<file path="config.mk">
export PLATFORM = sky130hd
export DESIGN_NAME = cnn_mac_pipe
export DESIGN_NICKNAME = d
export VERILOG_FILES = /design/src/rtl/cnn_mac_pkg.sv /design/src/rtl/cnn_mac_mul_pipe.sv /design/src/rtl/cnn_mac_pipe.sv
export SDC_FILE = /design/constraint.sdc
export NUM_CORES = 1
export LEC_CHECK = 0
export BUFFER_PORTS_ARGS = -buffer_cell sky130_fd_sc_hd__buf_2
export CAP_MARGIN = 20
export CORE_ASPECT_RATIO = 1.1
export CORE_UTILIZATION = 65
export DETAILED_ROUTE_END_ITERATION = 6
export PLACE_DENSITY = 0.83
export REMOVE_ABC_BUFFERS = 1
export SLEW_MARGIN = 30
export SYNTH_ARGS = -nofsm -noshare
export SYNTH_HDL_FRONTEND = slang
export SYNTH_SLANG_ARGS = --single-unit
</file>
<file path="constraint.sdc">
create_clock -name clk -period 7.5 [get_ports clk]
set_clock_uncertainty 0.1 [all_clocks]
set_input_delay 1.5 -clock clk [delete_from_list [all_inputs] [get_ports clk]]
set_output_delay 1.5 -clock clk [all_outputs]
set_load 0.005 [all_outputs]
</file>
<file path="src/rtl/cnn_mac_pkg.sv">
// Shared constants, types and helpers for the CNN multiply / multiply-accumulate unit.
// The optional CNN_MAC_SAT_EN build uses saturate() in the accumulate stage.
package cnn_mac_pkg;

  localparam int unsigned MODE_MUL      = 0;
  localparam int unsigned MODE_MAC      = 1;
  localparam int unsigned NUM_STAGE_MIN = 1;
  localparam int unsigned NUM_STAGE_MAX = 4;
  localparam int unsigned ACC_MAX_W     = 128;

  typedef enum logic {
    ACC_IDLE,
    ACC_RUN
  } acc_state_t;

  typedef struct packed {
    logic valid;
    logic first;
    logic last;
  } mac_tag_t;

  // Clamp to the signed limit of a width-bit accumulator when ovf is set; neg picks the rail.
  function automatic logic [ACC_MAX_W-1:0] saturate(input logic [ACC_MAX_W-1:0] sum,
                                                    input logic                 ovf,
                                                    input logic                 neg,
                                                    input int unsigned          width);
    logic [ACC_MAX_W-1:0] lim;
    for (int unsigned i = 0; i < ACC_MAX_W; i++) begin
      lim[i] = (i < width - 1) ? ~neg : neg;
    end
    return ovf ? lim : sum;
  endfunction

endpackage

</file>
<file path="src/rtl/cnn_mac_mul_pipe.sv">
// Signed A x B multiplier followed by NUM_STAGE registers, carrying the valid/first/last tag.
module cnn_mac_mul_pipe
  import cnn_mac_pkg::*;
#(
  parameter int unsigned A_WIDTH   = 18,
  parameter int unsigned B_WIDTH   = 18,
  parameter int unsigned NUM_STAGE = 2
) (
  input  logic                               clk,
  input  logic                               reset,
  input  logic                               ce,
  input  mac_tag_t                           tag_i,
  input  logic signed [A_WIDTH-1:0]          a_i,
  input  logic signed [B_WIDTH-1:0]          b_i,
  output mac_tag_t                           tag_o,
  output logic signed [A_WIDTH+B_WIDTH-1:0]  prod_o
);

  localparam int unsigned P_WIDTH = A_WIDTH + B_WIDTH;

  logic signed [P_WIDTH-1:0] prod_c;
  logic signed [P_WIDTH-1:0] prod_q [NUM_STAGE];
  mac_tag_t                  tag_q  [NUM_STAGE];

  assign prod_c = P_WIDTH'(a_i) * P_WIDTH'(b_i);

  // Product and sideband shift together; ce freezes the whole chain.
  always_ff @(posedge clk or posedge reset) begin
    if (reset) begin
      for (int i = 0; i < NUM_STAGE; i++) begin
        prod_q[i] <= '0;
        tag_q[i]  <= '0;
      end
    end else if (ce) begin
      prod_q[0] <= prod_c;
      tag_q[0]  <= tag_i;
      for (int i = 1; i < NUM_STAGE; i++) begin
        prod_q[i] <= prod_q[i-1];
        tag_q[i]  <= tag_q[i-1];
      end
    end
  end

  assign prod_o = prod_q[NUM_STAGE-1];
  assign tag_o  = tag_q[NUM_STAGE-1];

endmodule

</file>
<file path="src/rtl/cnn_mac_pipe.sv">
// Signed multiply (MODE 0) or burst multiply-accumulate (MODE 1) unit for CNN layers.
// Define CNN_MAC_SAT_EN to saturate the accumulator on overflow instead of wrapping.
module cnn_mac_pipe
  import cnn_mac_pkg::*;
#(
  parameter int unsigned A_WIDTH   = 18,
  parameter int unsigned B_WIDTH   = 18,
  parameter int unsigned NUM_STAGE = 2,
  parameter int unsigned MODE      = 1,
  parameter int unsigned ACC_WIDTH = 48
) (
  input  logic                        clk,
  input  logic                        reset,
  input  logic                        ce,
  input  logic                        in_valid,
  input  logic                        in_first,
  input  logic                        in_last,
  input  logic signed [A_WIDTH-1:0]   din0,
  input  logic signed [B_WIDTH-1:0]   din1,
  output logic signed [ACC_WIDTH-1:0] dout,
  output logic                        dout_valid,
  output logic                        ovf
);

  localparam int unsigned P_WIDTH = A_WIDTH + B_WIDTH;
  localparam int unsigned SUM_W   = ACC_WIDTH + 1;

  mac_tag_t                    tag_in_c;
  mac_tag_t                    tag_pipe;
  logic signed [P_WIDTH-1:0]   prod_pipe;
  logic signed [ACC_WIDTH-1:0] prod_ext_c;

  assign tag_in_c   = '{valid: in_valid, first: in_first, last: in_last};
  assign prod_ext_c = ACC_WIDTH'(prod_pipe);

  cnn_mac_mul_pipe #(
    .A_WIDTH  (A_WIDTH),
    .B_WIDTH  (B_WIDTH),
    .NUM_STAGE(NUM_STAGE)
  ) u_mul_pipe (
    .clk   (clk),
    .reset (reset),
    .ce    (ce),
    .tag_i (tag_in_c),
    .a_i   (din0),
    .b_i   (din1),
    .tag_o (tag_pipe),
    .prod_o(prod_pipe)
  );

  generate
    if (MODE == MODE_MUL) begin : g_mul
      logic unused_tag_c;
      assign unused_tag_c = tag_pipe.first ^ tag_pipe.last;

      // Last multiplier register is the output register.
      assign dout       = prod_ext_c;
      assign dout_valid = tag_pipe.valid;
      assign ovf        = 1'b0;
    end else begin : g_mac
      acc_state_t                  state_q;
      logic signed [ACC_WIDTH-1:0] acc_q;
      logic signed [ACC_WIDTH-1:0] dout_q;
      logic                        dout_valid_q;
      logic                        ovf_q;
      logic signed [SUM_W-1:0]     sum_wide_c;
      logic                        sum_ovf_c;
      logic signed [ACC_WIDTH-1:0] sum_d;

      // One guard bit exposes overflow: the two top bits disagree.
      assign sum_wide_c = SUM_W'(acc_q) + SUM_W'(prod_ext_c);
      assign sum_ovf_c  = sum_wide_c[ACC_WIDTH] ^ sum_wide_c[ACC_WIDTH-1];

`ifdef CNN_MAC_SAT_EN
      assign sum_d = ACC_WIDTH'(saturate(ACC_MAX_W'(sum_wide_c), sum_ovf_c,
                                         sum_wide_c[ACC_WIDTH], ACC_WIDTH));
`else
      assign sum_d = sum_wide_c[ACC_WIDTH-1:0];
`endif

      always_ff @(posedge clk or posedge reset) begin
        if (reset) begin
          state_q      <= ACC_IDLE;
          acc_q        <= '0;
          dout_q       <= '0;
          dout_valid_q <= 1'b0;
          ovf_q        <= 1'b0;
        end else if (ce) begin
          dout_valid_q <= 1'b0;
          if (tag_pipe.valid) begin
            if (tag_pipe.first) begin
              // A first always restarts, discarding any open partial sum.
              acc_q   <= prod_ext_c;
              state_q <= tag_pipe.last ? ACC_IDLE : ACC_RUN;
              if (tag_pipe.last) begin
                dout_q       <= prod_ext_c;
                dout_valid_q <= 1'b1;
              end
            end else if (state_q == ACC_RUN) begin
              acc_q <= sum_d;
              if (sum_ovf_c) begin
                ovf_q <= 1'b1;
              end
              if (tag_pipe.last) begin
                dout_q       <= sum_d;
                dout_valid_q <= 1'b1;
                state_q      <= ACC_IDLE;
              end
            end
          end
        end
      end

      assign dout       = dout_q;
      assign dout_valid = dout_valid_q;
      assign ovf        = ovf_q;
    end
  endgenerate

endmodule

</file>
Word-level counts from Yosys, hierarchy flattened
Cells that the tools add are included.

storage, ports and cells
  memory bits (writable) = 0
  register bits = 177
  latch bits = 0
  memories = 0
  ROM bits = 0
  output and inout port bits = 50

cells by class
  shift operators = 0
  eq/ne operators = 0
  mux-type cells = 13
  bitwise gates (word level) = 2
  multipliers = 1
  $add $sub $neg = 1
  divide/modulo/power cells = 0
  reduce and logical (&&, ||, !) cells = 5
  order comparisons = 0

operators with widths
  operator                                        count
  48-bit two-way mux                              6
  48-bit by 36-bit adder with 49-bit output       1
  18-bit by 18-bit multiplier with 36-bit output  1
  1-bit two-way mux                               7
  5-bit AND reduction                             1
  4-bit AND reduction                             1
  3-bit AND reduction                             1
  2-bit AND reduction                             1
  2-bit nonzero test                              1
  1-bit inverter                                  1
  1-bit XOR                                       1

Logic depth before layout (Yosys ltp)
  depth after elaboration = 4
  gate-level depth with buffers = 26

Cells and area by module
Synthesis repeated with hierarchy kept, for this count alone.

second synthesis, totals
  cells, all modules = 2399
  area, all modules = 22365.2 sq um

modules (own cells, without submodules)
  module            sequential area each (sq um)  times used  area each (sq um)  cells an instance
  cnn_mac_mul_pipe  1951.9                        1           15416.0            1582
  cnn_mac_pipe      2477.4                        1           6949.2             817

Worst setup path before layout
OpenSTA, ideal clock, no wires.

  kind = input -> register
  from = in din0[17]
  to = reg u_mul_pipe.prod_q[71] (netlist name)
  stages on the path = 23
  slack = -0.020 ns
  data required time = 7.275 ns
  arrival time = 7.295 ns
  setup time = 0.125 ns
  cell sequence = clkbuf_1 -> clkbuf_1 -> nand2_1 -> fa_1 -> inv_1 -> fa_1 -> inv_1 -> fa_1 -> inv_1 -> fa_1 -> fa_1 -> fa_1 -> ha_1 -> a21o_1 -> a21o_1 -> a21oi_1 -> o21bai_1 -> a21oi_1 -> nor2_1 -> a211oi_1 -> o21ai_0 -> xnor2_1 -> mux2_2

on the way
  longest elaborated chain between the ends = 1

ends and longest elaborated chain
  what                                            line                    source
  start, declared                                 cnn_mac_pipe.sv:18      input logic signed [A_WIDTH-1:0] din0,
  18-bit by 18-bit multiplier with 36-bit output  cnn_mac_mul_pipe.sv:25  assign prod_c = P_WIDTH'(a_i) * P_WIDTH'(b_i);
  end signal, assigned by index                   cnn_mac_mul_pipe.sv:38  prod_q[i] <= prod_q[i-1];
  end, declared                                   cnn_mac_mul_pipe.sv:22  logic signed [P_WIDTH-1:0] prod_q [NUM_STAGE];

No other way between the ends.
A chain may end at the register's enable or synchronous reset.

Worst setup path after layout
  from = in din0[10]
  to = reg u_mul_pipe.prod_q[71] (netlist name)

Same word-level chain as after synthesis.

==> metrics.md <==
| Metric | Value |
|---|---|
| Relative slew margins | `0.436` |
| Remaining global-route overflow | `0` |
| Initial standard-cell utilization of the core | `0.667` |
| Critical path class | `input port to flip-flop` |
| Gate Count Post-Synth | `2362` |
| Post-synthesis register bit count | `177` |
| Total die area | `roughly 34000 um^2` |
| Sort of element at the start of the critical path | `input port` |
| Wire length of the first global-routing pass | `84.3 mm` |
| Transition time of the tightest slew-check pin | `0.846 ns` |
| Final count of negative-setup-slack endpoints | `0` |
| GRT Total Usage | `0.307` |
| Area of the mapped netlist | `21700 um^2` |
| Final min period | `7.08 ns` |
| Iteration-0 DRC count of the detailed router | `1150` |
| Sum of net half-perimeters after detailed placement | `~40 mm` |
| Syn_area_per_cell | `between 9 and 10 um^2` |
| End of the worst register-to-register path | `g_mac.acc_q[38]` |
| Number of H-tree levels | `4` |
| Endpoint required time on the critical path | `approximately 7.7 ns` |
| Number of enable flip-flop cells after synthesis | `0` |
| Post-synthesis cell type count | `58` |
| Kind of end point of the critical path | `flip-flop` |
| Most used flip-flop cell after synthesis | `dfrtp_1` |
| Final wirelength | `49.1 mm` |
| Multiplexer share of the synthesized area | `0.0393` |
| Multi-input gate area | `15300 um^2` |
| Clock latency at the later pin of the worst-skew pair | `0.43 ns` |
| Total DRC errors in the routed layout | `0` |
| Adder-Cell Fraction of Synth Area | `0.386` |
| Async set-reset flop share out of synthesis | `1.00` |
| Biggest area contributors in the synthesized netlist | `fa_1 30%, dfrtp_1 20%, ha_1 8.1%, inv_1 7.1%, nand2_1 5.6%` |
| Startpoint of the most critical hold path | `dout[6]` |
| Post-Synth XOR/XNOR Area | `0.0315` |
| Register area share after synthesis | `0.204` |
| Antenna cell count | `0` |
| Initial antenna violation count | `0` |
| Maximum fanout along the worst path | `8` |
| Startpoint of the worst register-to-register path | `u_mul_pipe.prod_o[0]` |
| # Post-CTS Setup Buffers | `0` |
| Number of vias per cell | `roughly 5.7` |
| Max-slew violations | `0` |
| Number of endpoints with negative hold slack in the final report | `0` |
| Worst hold-check path type | `flip-flop to flip-flop` |
| Simple-gate share of the synthesized area | `0.145` |
| Pin count of the biggest net entering global routing | `111` |
| Final sum of negative setup slack | `0 ns` |
| Synthesis Warnings | `0` |
| Arrival time of the worst setup path | `about 7.3 ns` |
| Post-detailed-route count of antenna-violating nets | `0` |
| I/O pin count | `92` |
| Final period utilization | `0.943` |
| Top cell type by total area after synthesis | `fa_1` |
| Max Freq | `between 100 and 150 MHz` |
| Layout Nets | `2959` |
| Share of layout cells above drive strength 1 | `0.110` |
| Leading post-synthesis cells by instance count | `413 x inv_1, 330 x fa_1, 321 x nand2_1` |
| CTS tree | `done` |
| Root buffer cell | `clkbuf_16` |
| Y dimension of the die | `194 um` |
| Num rows | `69` |
| Dominant combinational cell family by area after synthesis | `adder cells` |
| Share of Yosys cell area claimed by the top area cell type | `0.304` |
| Filler Cells Inserted | `2392` |
| Number of clock sinks | `177` |
| Final RePlAce weighted congestion | `0.928` |
| Hold Path Depth | `2` |
| Resized cells post-CTS | `0` |
| Register area | `~4400 um^2` |
| Result of the run | `finished clean` |
| Max capacitance violation total | `0` |
| Number of port buffers | `91` |
| Clock buffer count from CTS | `17` |
| Clock-pin slew reported for the worst setup and hold paths after clock tree synthesis | `about 0.070 ns` |
| R2R cell count | `13` |
| CTS hold repair buffers | `0` |
| Count of TritonRoute iterations in the first routing pass | `5` |
| Vias in the first global route | `between 15000 and 20000` |
| Setup repair after global routing missed its margin | `no` |
| Via total after detailed routing | `16400` |
| Maximum buffer depth of the clock tree | `2` |
| Placed standard-cell area | `22900 um^2` |
| Per-cell routed wire length | `17.0 um` |
| Synthesis-to-finish area growth | `8.23%` |
| Compound-gate portion of the synthesized area | `0.105` |
| Die boundary width | `176 um` |
| Core Area | `32500 um^2` |
| Final instance area | `23500 um^2` |
| Most frequent cell after synthesis | `inv_1` |
| Terminating pin of the worst hold path | `dout[6]` |
| Reg2Reg Setup Slack | `3.75 ns` |
## registers in the layout, indices dropped and copies added (netlist names)
register / count
dout: 48
dout_valid: 1
g_mac.acc_q: 48
g_mac.state_q: 1
ovf: 1
u_mul_pipe.prod_o: 36
u_mul_pipe.prod_q: 36
u_mul_pipe.tag_o: 3
u_mul_pipe.tag_q: 3
## stage by stage
stage / std cells / hold slack (ns) / setup slack (ns) / util
after floorplan: 2263 / 0.346 / 0.300 / -
after global placement: 2853 / 0.337 / 0.122 / 0.703
after detailed placement: 2853 / 0.355 / -0.0175 / 0.703
after CTS: 2885 / 0.373 / 0.429 / 0.721
after global routing: 2885 / 0.389 / 0.120 / 0.721
final: 2885 / 0.372 / 0.425 / 0.721
## how the worst max path moves through the flow
stage	cells after the start	endpoint	startpoint	slack [ns]
after detailed placement	21	u_mul_pipe.prod_q[71]	din0[10]	-0.02
after floorplan	21	u_mul_pipe.prod_q[70]	din0[16]	0.30
after global placement	26	u_mul_pipe.prod_q[68]	din0[9]	0.12
after CTS	21	u_mul_pipe.prod_q[71]	din0[10]	0.43
after global routing	23	u_mul_pipe.prod_q[71]	din1[7]	0.12
final	21	u_mul_pipe.prod_q[71]	din0[10]	0.42
## routing by layer
| metal | global-route usage | part of all wire |
|---|---|---|
| met1 | 0.398 | 0.42 |
| met2 | 0.534 | 0.50 |
| met3 | 0.0316 | 0.051 |
| met4 | 0.109 | 0.029 |
| met5 | 0 | 0 |
## final cells by class
| type | instances | area share |
|---|---|---|
| clock buffer | 23 | 0.0208 |
| timing repair buffer | 164 | 0.0428 |
| sequential | 177 | 0.189 |
| clock inverter | 9 | 0.00512 |
| inverter | 413 | 0.0663 |
| multi-input combinational | 1673 | 0.654 |
| tap | 426 | 0.0227 |
## critical path, cell delays in order
cell	delay (ns)
buf_2	0.17
buf_4	0.16
and2_1	0.15
fa_1	0.55
inv_1	0.05
fa_1	0.48
inv_1	0.06
fa_1	0.49
fa_1	0.52
fa_1	0.50
inv_1	0.05
fa_1	0.48
inv_1	0.04
ha_1	0.33
a2111o_1	0.42
o21ai_0	0.32
a31o_2	0.27
o21a_1	0.21
o21ai_0	0.13
xnor2_1	0.14
mux2_2	0.26
## cells in the final DEF, fill, tap and decap left out, drive strengths merged, types with 11 or more instances in the layout
master,count
o21bai,12
mux2i,11
and3,15
nand2b,18
nor2,84
nand3,18
and2,162
ha,141
buf,164
nand4,14
mux2,66
a31oi,20
inv,416
fa,330
o21a,13
clkbuf,23
a21o,38
nand2,321
xor2,23
xnor2,55
o211ai,12
dfrtp,177
nor3,14
a21oi,89
o21ai,146
## logic make-up (layout without fill, tap and decap cells)
group | after synthesis | count (layout)
AO/OA/AOI/OAI | 378 | 378
XOR/XNOR | 78 | 78
adder cells (fa/ha/maj) | 471 | 471
buffers and inverters | 512 | 609
flip-flops | 177 | 177
multiplexers | 77 | 77
AND/OR/NAND/NOR | 669 | 669
Power is not shown: default switching activity piles up to over one toggle a cycle in this logic, so the estimate is an artifact.
